## src/rtl/game_pkg.sv

```systemverilog
// -----------------------------------------------------------------------------
// game_pkg
// Shared definitions for the game pipeline: collision/life FSM states, default
// tuning values, and the transparency colour used by the sprite renderers.
// -----------------------------------------------------------------------------
package game_pkg;

  typedef enum logic [1:0] {
    ST_PLAY    = 2'd0,
    ST_BOOM    = 2'd1,
    ST_RESPAWN = 2'd2,
    ST_OVER    = 2'd3
  } judge_state_t;

  localparam int LIVES_INIT_DEF  = 3;
  localparam int MIN_OVERLAP_DEF = 4;
  localparam int BOOM_FRAMES_DEF = 120;
  localparam int INV_FRAMES_DEF  = 90;

  // Sprite ROM pixels of this colour are treated as see-through by the renderers.
  localparam logic [11:0] COLOR_TRANSPARENT = 12'hFFF;

endpackage

```

## src/rtl/collision_judge_if.sv

```systemverilog
// -----------------------------------------------------------------------------
// collision_judge_if
// Bundles the per-pixel renderer status, frame timing and game-control inputs
// of the collision judge together with its status outputs.
//   master : game/renderer side (drives pixel enables, frame_end, restart)
//   slave  : collision_judge (drives boom, hit_pulse, lives, invincible,
//            game_over)
// -----------------------------------------------------------------------------
interface collision_judge_if #(
  parameter int LIVES_W = 2
);
  logic               video_on;
  logic               frame_end;
  logic               plane_en;
  logic               enemy_en;
  logic               ebullet_en;
  logic               myplane_exist;
  logic               restart;
  logic               boom;
  logic               hit_pulse;
  logic [LIVES_W-1:0] lives;
  logic               invincible;
  logic               game_over;

  modport master (
    output video_on, frame_end, plane_en, enemy_en, ebullet_en,
           myplane_exist, restart,
    input  boom, hit_pulse, lives, invincible, game_over
  );

  modport slave (
    input  video_on, frame_end, plane_en, enemy_en, ebullet_en,
           myplane_exist, restart,
    output boom, hit_pulse, lives, invincible, game_over
  );
endinterface

```

## src/rtl/frame_timer.sv

```systemverilog
// -----------------------------------------------------------------------------
// frame_timer
// Loadable down-counter stepped once per frame.
//   clk, rst     : pixel clock, asynchronous active-high reset
//   i_load       : load i_load_val (wins over a step in the same cycle)
//   i_load_val   : value to load
//   i_step       : frame_end pulse; decrements, holding at zero
//   o_done       : step arriving while the count is already zero
// Loading N therefore yields done on the (N+1)-th step after the load.
// -----------------------------------------------------------------------------
module frame_timer #(
  parameter int W = 8
) (
  input  logic         clk,
  input  logic         rst,
  input  logic         i_load,
  input  logic [W-1:0] i_load_val,
  input  logic         i_step,
  output logic         o_done
);

  logic [W-1:0] r_count;

  // NOTE: state registers use non-blocking assignments so every flop samples
  // pre-edge values regardless of process evaluation order.
  always_ff @(posedge clk or posedge rst) begin
    if (rst) begin
      r_count <= '0;
    end else if (i_load) begin
      r_count <= i_load_val;
    end else if (i_step && (r_count != '0)) begin
      r_count <= r_count - W'(1);
    end
  end

  assign o_done = i_step && (r_count == '0);

endmodule

```

## src/rtl/collision_judge.sv

```systemverilog
// -----------------------------------------------------------------------------
// collision_judge
// Per-pixel collision detector and life manager for the player plane.
// Counts pixels where the player plane overlaps an enemy plane or enemy bullet
// during active video, decides at most one hit per frame at frame_end, and
// sequences PLAY -> BOOM -> RESPAWN -> PLAY (or OVER when no lives remain).
//   clk, rst         : pixel clock, asynchronous active-high reset
//   io_bus (slave)   : video_on, frame_end, plane_en, enemy_en, ebullet_en,
//                      myplane_exist, restart in;
//                      boom, hit_pulse, lives, invincible, game_over out
// All outputs are registered; boom is a steady level for the renderer's
// explosion counter.
// -----------------------------------------------------------------------------
module collision_judge
  import game_pkg::*;
#(
  parameter int LIVES_INIT  = LIVES_INIT_DEF,
  parameter int LIVES_W     = 2,
  parameter int MIN_OVERLAP = MIN_OVERLAP_DEF,
  parameter int OVL_W       = 12,
  parameter int BOOM_FRAMES = BOOM_FRAMES_DEF,
  parameter int INV_FRAMES  = INV_FRAMES_DEF,
  parameter int FRM_W       = 8
) (
  input  logic               clk,
  input  logic               rst,
  collision_judge_if.slave   io_bus
);

  judge_state_t       r_state;
  logic [LIVES_W-1:0] r_lives;
  logic [OVL_W-1:0]   r_ovl_cnt;
  logic               r_boom;
  logic               r_hit_pulse;
  logic               r_invincible;
  logic               r_game_over;

  judge_state_t       w_state_nxt;
  logic [LIVES_W-1:0] w_lives_nxt;
  logic [OVL_W-1:0]   w_ovl_cnt_nxt;
  logic               w_boom_nxt;
  logic               w_hit_nxt;
  logic               w_inv_nxt;
  logic               w_over_nxt;

  logic               w_overlap;
  logic [OVL_W-1:0]   w_ovl_total;
  logic               w_hit_cond;
  logic               w_tmr_load;
  logic [FRM_W-1:0]   w_tmr_val;
  logic               w_tmr_done;

  // ---------------------------------------------------------------------------
  // Overlap counting. w_ovl_total already includes the current pixel, so an
  // overlap on the frame_end cycle itself is judged with the closing frame.
  // ---------------------------------------------------------------------------
  assign w_overlap   = io_bus.video_on && io_bus.plane_en &&
                       (io_bus.enemy_en || io_bus.ebullet_en);
  assign w_ovl_total = (w_overlap && (r_ovl_cnt != '1)) ? r_ovl_cnt + OVL_W'(1)
                                                        : r_ovl_cnt;
  assign w_ovl_cnt_nxt = (io_bus.restart || io_bus.frame_end) ? '0 : w_ovl_total;

  assign w_hit_cond = io_bus.frame_end && io_bus.myplane_exist &&
                      (w_ovl_total >= OVL_W'(MIN_OVERLAP));

  frame_timer #(
    .W (FRM_W)
  ) u_frame_timer (
    .clk        (clk),
    .rst        (rst),
    .i_load     (w_tmr_load),
    .i_load_val (w_tmr_val),
    .i_step     (io_bus.frame_end),
    .o_done     (w_tmr_done)
  );

  // ---------------------------------------------------------------------------
  // Next-state / next-output logic. Every state transition reloads the frame
  // timer so the entry frame_end never also counts as a step.
  // ---------------------------------------------------------------------------
  always_comb begin
    // NOTE: every combinational output gets a default first; a path that left
    // one unassigned would infer a latch.
    w_state_nxt = r_state;
    w_lives_nxt = r_lives;
    w_boom_nxt  = r_boom;
    w_hit_nxt   = 1'b0;
    w_inv_nxt   = r_invincible;
    w_over_nxt  = r_game_over;
    w_tmr_load  = 1'b0;
    w_tmr_val   = '0;

    if (io_bus.restart) begin
      // Restart overrides any hit or timer decision in the same cycle.
      w_state_nxt = ST_PLAY;
      w_lives_nxt = LIVES_W'(LIVES_INIT);
      w_boom_nxt  = 1'b0;
      w_inv_nxt   = 1'b0;
      w_over_nxt  = 1'b0;
      w_tmr_load  = 1'b1;
    end else begin
      unique case (r_state)
        ST_PLAY: begin
          if (w_hit_cond) begin
            w_hit_nxt   = 1'b1;
            w_boom_nxt  = 1'b1;
            w_state_nxt = ST_BOOM;
            w_tmr_load  = 1'b1;
            w_tmr_val   = FRM_W'(BOOM_FRAMES - 1);
            if (r_lives != '0) begin
              w_lives_nxt = r_lives - LIVES_W'(1);
            end
          end
        end
        ST_BOOM: begin
          w_boom_nxt = 1'b1;
          if (w_tmr_done) begin
            w_tmr_load = 1'b1;
            if (r_lives == '0) begin
              w_state_nxt = ST_OVER;
              w_over_nxt  = 1'b1;
            end else begin
              w_state_nxt = ST_RESPAWN;
              w_boom_nxt  = 1'b0;
              w_inv_nxt   = 1'b1;
              w_tmr_val   = FRM_W'(INV_FRAMES - 1);
            end
          end
        end
        ST_RESPAWN: begin
          // Collisions are ignored during the grace period.
          if (w_tmr_done) begin
            w_state_nxt = ST_PLAY;
            w_inv_nxt   = 1'b0;
            w_tmr_load  = 1'b1;
          end
        end
        ST_OVER: begin
          w_boom_nxt = 1'b1;
          w_over_nxt = 1'b1;
        end
        default: begin
          w_state_nxt = ST_PLAY;
        end
      endcase
    end
  end

  always_ff @(posedge clk or posedge rst) begin
    if (rst) begin
      r_state      <= ST_PLAY;
      r_lives      <= LIVES_W'(LIVES_INIT);
      r_ovl_cnt    <= '0;
      r_boom       <= 1'b0;
      r_hit_pulse  <= 1'b0;
      r_invincible <= 1'b0;
      r_game_over  <= 1'b0;
    end else begin
      r_state      <= w_state_nxt;
      r_lives      <= w_lives_nxt;
      r_ovl_cnt    <= w_ovl_cnt_nxt;
      r_boom       <= w_boom_nxt;
      r_hit_pulse  <= w_hit_nxt;
      r_invincible <= w_inv_nxt;
      r_game_over  <= w_over_nxt;
    end
  end

  assign io_bus.boom       = r_boom;
  assign io_bus.hit_pulse  = r_hit_pulse;
  assign io_bus.lives      = r_lives;
  assign io_bus.invincible = r_invincible;
  assign io_bus.game_over  = r_game_over;

endmodule

```

## src/flat_wrapper.sv

```systemverilog
// flat-port wrapper written by rule: the top's interface ports become plain ports
module collision_judge_flat import game_pkg::*;
#(
  parameter int LIVES_INIT  = LIVES_INIT_DEF,
  parameter int LIVES_W     = 2,
  parameter int MIN_OVERLAP = MIN_OVERLAP_DEF,
  parameter int OVL_W       = 12,
  parameter int BOOM_FRAMES = BOOM_FRAMES_DEF,
  parameter int INV_FRAMES  = INV_FRAMES_DEF,
  parameter int FRM_W       = 8
)
  (clk, rst, io_bus_video_on, io_bus_frame_end, io_bus_plane_en, io_bus_enemy_en, io_bus_ebullet_en, io_bus_myplane_exist, io_bus_restart, io_bus_boom, io_bus_hit_pulse, io_bus_lives, io_bus_invincible, io_bus_game_over);
  collision_judge_if #(.LIVES_W(LIVES_W)) io_bus_i ();
  input  logic clk;
  input  logic rst;
  input wire logic [$bits(io_bus_i.video_on)-1:0] io_bus_video_on;
  input wire logic [$bits(io_bus_i.frame_end)-1:0] io_bus_frame_end;
  input wire logic [$bits(io_bus_i.plane_en)-1:0] io_bus_plane_en;
  input wire logic [$bits(io_bus_i.enemy_en)-1:0] io_bus_enemy_en;
  input wire logic [$bits(io_bus_i.ebullet_en)-1:0] io_bus_ebullet_en;
  input wire logic [$bits(io_bus_i.myplane_exist)-1:0] io_bus_myplane_exist;
  input wire logic [$bits(io_bus_i.restart)-1:0] io_bus_restart;
  output wire logic [$bits(io_bus_i.boom)-1:0] io_bus_boom;
  output wire logic [$bits(io_bus_i.hit_pulse)-1:0] io_bus_hit_pulse;
  output wire logic [$bits(io_bus_i.lives)-1:0] io_bus_lives;
  output wire logic [$bits(io_bus_i.invincible)-1:0] io_bus_invincible;
  output wire logic [$bits(io_bus_i.game_over)-1:0] io_bus_game_over;
  assign io_bus_i.video_on = io_bus_video_on;
  assign io_bus_i.frame_end = io_bus_frame_end;
  assign io_bus_i.plane_en = io_bus_plane_en;
  assign io_bus_i.enemy_en = io_bus_enemy_en;
  assign io_bus_i.ebullet_en = io_bus_ebullet_en;
  assign io_bus_i.myplane_exist = io_bus_myplane_exist;
  assign io_bus_i.restart = io_bus_restart;
  assign io_bus_boom = io_bus_i.boom;
  assign io_bus_hit_pulse = io_bus_i.hit_pulse;
  assign io_bus_lives = io_bus_i.lives;
  assign io_bus_invincible = io_bus_i.invincible;
  assign io_bus_game_over = io_bus_i.game_over;
  collision_judge #(.LIVES_INIT(LIVES_INIT), .LIVES_W(LIVES_W), .MIN_OVERLAP(MIN_OVERLAP), .OVL_W(OVL_W), .BOOM_FRAMES(BOOM_FRAMES), .INV_FRAMES(INV_FRAMES), .FRM_W(FRM_W)) u_core (.clk(clk), .rst(rst), .io_bus(io_bus_i));
endmodule
```

## config.mk

```make
export PLATFORM = sky130hd
export DESIGN_NAME = collision_judge_flat
export DESIGN_NICKNAME = d
export VERILOG_FILES = /design/src/rtl/game_pkg.sv /design/src/rtl/collision_judge_if.sv /design/src/rtl/frame_timer.sv /design/src/rtl/collision_judge.sv /design/src/flat_wrapper.sv
export SDC_FILE = /design/constraint.sdc
export NUM_CORES = 1
export LEC_CHECK = 0
export ABC_AREA = 1
export CORE_AREA = 2 2 81 83
export DETAILED_ROUTE_END_ITERATION = 16
export DIE_AREA = 0 0 83 85
export GPL_TIMING_DRIVEN = 0
export HOLD_SLACK_MARGIN = 0.08
export PLACE_DENSITY = 0.47
export RECOVER_POWER = 25
export SETUP_SLACK_MARGIN = 0.15
export SLEW_MARGIN = 10
export SYNTH_ARGS = -nofsm -noshare
export SYNTH_HDL_FRONTEND = slang
export SYNTH_SLANG_ARGS = --single-unit
```

## constraint.sdc

```tcl
create_clock -name clk -period 6.6 [get_ports clk]
set_clock_uncertainty 0.15 [all_clocks]
set_input_delay 0.66 -clock clk [delete_from_list [all_inputs] [get_ports clk]]
set_output_delay 0.66 -clock clk [all_outputs]
set_load 0.02 [all_outputs]
```

==> reports/results.tsv <==
stage	metric	value	unit
clocking	clkLatencyLatePin	0.28	ns
critical_path	worstPathMaxFanout	10	
worst_hold_path	whs_path_depth	2	
sta	period_needed	2.749	ns
route	via_per_inst	4.516	
logic_synthesis	synth_nets	302	
finish	layout_commonest_cell	nand2_1	
critical_path	reg2reg_from	u_core.r_ovl_cnt[0]	
logic_synthesis	synthAdderAreaFrac	4.380	%
logic_synthesis	synth_top_family_by_area	simple AND/OR/NAND/NOR gates	
pwr	p_per_area	292.8	mW/mm²
grt	track_usage	13.23	%
route	ant_nets	0	
flow_run	maxCapViolCount	0	
logic_synthesis	synth_compound_area_share	5.757	%
sta	setup_slack	3.851	ns
clocking	clock_sinks	28	
die	initial_core_util	32.22	%
critical_path	crit_end	u_core.u_frame_timer.r_count[2]	
logic_synthesis	yosysSeqAreaShare	35.17	%
route	first_iter_violations	63	
die	coreArea	0.006205	mm²
clocking	cts-root-buf	clkbuf_8	
finish	insertedDiodeCount	0	
pwr	p_leak	1.085	nW
grt	grt_pass1_vias	1650	
clocking	cts_buffer_depth	2	
finish	drive_gt1_share	14.85	%
die	fp.dieW	83	µm
clocking	cts_tree	done	
place	port_buffers	13	
critical_path	crit_type	in -> reg	
sta	max_freq	363.7	MHz
sta	hold_viol_final	0	
grt	overflow	0	
logic_synthesis	ys_seq_elements	28	
critical_path	r2r-end	u_core.u_frame_timer.r_count[2]	
clocking	clkSlewWorstSetupHoldPaths	0.11	ns
critical_path	worstPathArrival	2.83	ns
logic_synthesis	synth_warnings	0	
sta	rsz0062_at_grt	false	
logic_synthesis	synthMuxAreaShare	0	%
logic_synthesis	syn_area_per_cell	6.991	µm²
grt	grt_max_degree	29	
place	post-place-ws	3.527	ns
die	die_area	0.007055	mm²
critical_path	required	6.68	ns
route	drt_wl_total	4355	µm
sta	period_share	41.66	%
place	gp_congestion	0.7951	
status	status	finished clean	
sta	maxSlewHeadroom	25.77	%
clocking	cts_inserted_buffers	3	
die	die-height	85	µm
critical_path	startpoint_type	primary input	
clocking	h-tree-depth	1	
die	rows	29	
clocking	hold_buffers	0	
critical_path	crit_path_end_kind	register	
sta	fin_setup_tns	0	ns
route	vias	1716	
die	ioPinCount	15	
pwr	ir_drop	0.1481	mV
finish	area_growth	14.89	%
clocking	post-cts-setup-buffer-count	0	
sta	setup_viol	0	
grt	grt_pass1_wl	7693	µm
logic_synthesis	synth_simple_gate_area_share	42.55	%
place	place_hpwl	3323	µm
route	wl_per_cell	11.46	µm
route	drc	0	
worst_hold_path	hold_path_class	reg -> reg	
logic_synthesis	netlist_area	0.001999	mm²
clocking	cts_resized	0	
sta	slew_violations	0	
critical_path	reg2reg_setup_slack	3.97	ns
finish	nNetsFinal	320	
critical_path	cp-startpoint	io_bus_video_on	
finish	final_cell_mix	nand2_1 (83), nor2_1 (34), inv_1 (33), dfrtp_1 (26), nand3_1 (18)	
grt	antenna_found_initial	0	
logic_synthesis	synth_cell_types	32	
logic_synthesis	synth_xor_area_share	2.190	%
sta	worst_pin_slew	1.112	ns
route	first_pass_iters	4	
logic_synthesis	syn_inst	286	
critical_path	reg2reg_depth	17	
per-stage QoR:
stage          total power, W  cells  hold WS, ns  utilization [%]  area [µm²]
2_1_floorplan       0.0004642    286       0.2988                -        1999
3_3_place_gp        0.0005346    376       0.3164            35.87        2226
3_5_place_dp        0.0005341    376       0.3250            35.87        2226
4_1_cts             0.0006808    380       0.3538            37.02        2297
5_1_grt             0.0007349    380       0.4040            37.02        2297
6_report            0.0006726    380       0.3488            37.02        2297
cell families (layout without fill, tap and decap cells):
kind of cell,count (synthesis),count (layout)
AO/OA/AOI/OAI,21,21
XOR/XNOR,5,5
adder cells (fa/ha/maj),7,7
buffers and inverters,48,65
flip-flops,28,28
AND/OR/NAND/NOR,177,177
cell type report:
class | count | area (µm²)
Timing Repair Buffer | 13 | 130.1
Sequential cell | 28 | 703.2
Fill cell | 674 | 3908
Tap cell | 77 | 96.34
Clock inverter | 1 | 30.03
Multi-Input combinational cell | 210 | 1097
Buffer | 5 | 37.54
Inverter | 43 | 161.4
Clock buffer | 3 | 41.29
state kept, by name (all words and copies together), names as in the netlist:
register / count
u_core.u_frame_timer.r_count: 8
u_core.io_bus.boom: 1
u_core.io_bus.game_over: 1
u_core.r_state: 2
u_core.io_bus.lives: 2
u_core.r_ovl_cnt: 12
u_core.io_bus.hit_pulse: 1
u_core.io_bus.invincible: 1
synth_stat cells:
cell type | n | area share, %
nor3_2 | 1 | 0.50
inv_1 | 33 | 6.2
or2_2 | 2 | 0.63
buf_4 | 3 | 1.1
o211ai_1 | 2 | 0.75
o21ai_1 | 2 | 0.50
xor2_1 | 1 | 0.44
nand3_1 | 18 | 4.5
or2_1 | 2 | 0.63
nor2_4 | 2 | 1.1
clkbuf_1 | 1 | 0.19
nand2_4 | 1 | 0.56
o21ai_0 | 5 | 1.3
a31oi_1 | 2 | 0.63
nor2_2 | 8 | 2.5
ha_1 | 7 | 4.4
nand4_1 | 11 | 3.4
nand2_2 | 4 | 1.3
nand3_4 | 1 | 0.88
dfrtp_1 | 26 | 33
o31ai_1 | 1 | 0.38
inv_2 | 8 | 1.5
clkinv_1 | 2 | 0.38
buf_6 | 1 | 0.56
a21oi_1 | 9 | 2.3
nand2_1 | 83 | 16
nor2_1 | 34 | 6.4
dfstp_2 | 2 | 2.6
nor4_1 | 1 | 0.31
nor3_1 | 1 | 0.25
xnor2_1 | 4 | 1.8
nand3_2 | 8 | 4.0
power breakdown:
part           internal, W  switching (W)  total, W
clock network    0.0000813      0.0000599  0.000141
registers         0.000208      0.0000289  0.000237
logic             0.000120       0.000174  0.000294
worst min-delay path by stage:
stage                                                from                              end
final                     u_core.u_frame_timer.r_count[0]  u_core.u_frame_timer.r_count[0]
after global routing      u_core.u_frame_timer.r_count[0]  u_core.u_frame_timer.r_count[0]
after floorplan           u_core.u_frame_timer.r_count[0]  u_core.u_frame_timer.r_count[0]
after detailed placement  u_core.u_frame_timer.r_count[0]  u_core.u_frame_timer.r_count[0]
after CTS                 u_core.u_frame_timer.r_count[0]  u_core.u_frame_timer.r_count[0]
after global placement    u_core.u_frame_timer.r_count[0]  u_core.u_frame_timer.r_count[0]
critical path, stage by stage:
cell             delay (ns)
clkdlybuf4s50_1        0.45
nand2_1                0.06
nor2_2                 0.20
buf_4                  0.20
nand4_1                0.14
inv_2                  0.06
nand2_1                0.04
nand2_1                0.09
nand2_1                0.07
nor2_2                 0.09
nand3_2                0.11
nand3_2                0.11
nand2_2                0.07
nand2_2                0.08
nand3_2                0.14
inv_2                  0.13
nand2_1                0.06
nand2_1                0.06
per-layer routing:
layer / global-route usage [%] / wire, µm / vias up
met5: 0 / 0 / -
met4: 3.130 / 29 / 0
met3: 2.237 / 119 / 2
met2: 20.97 / 1949 / 19
met1: 18.91 / 2257 / 758
li1: - / - / 937
No activity file was read; power rests on OpenSTA's default activity.
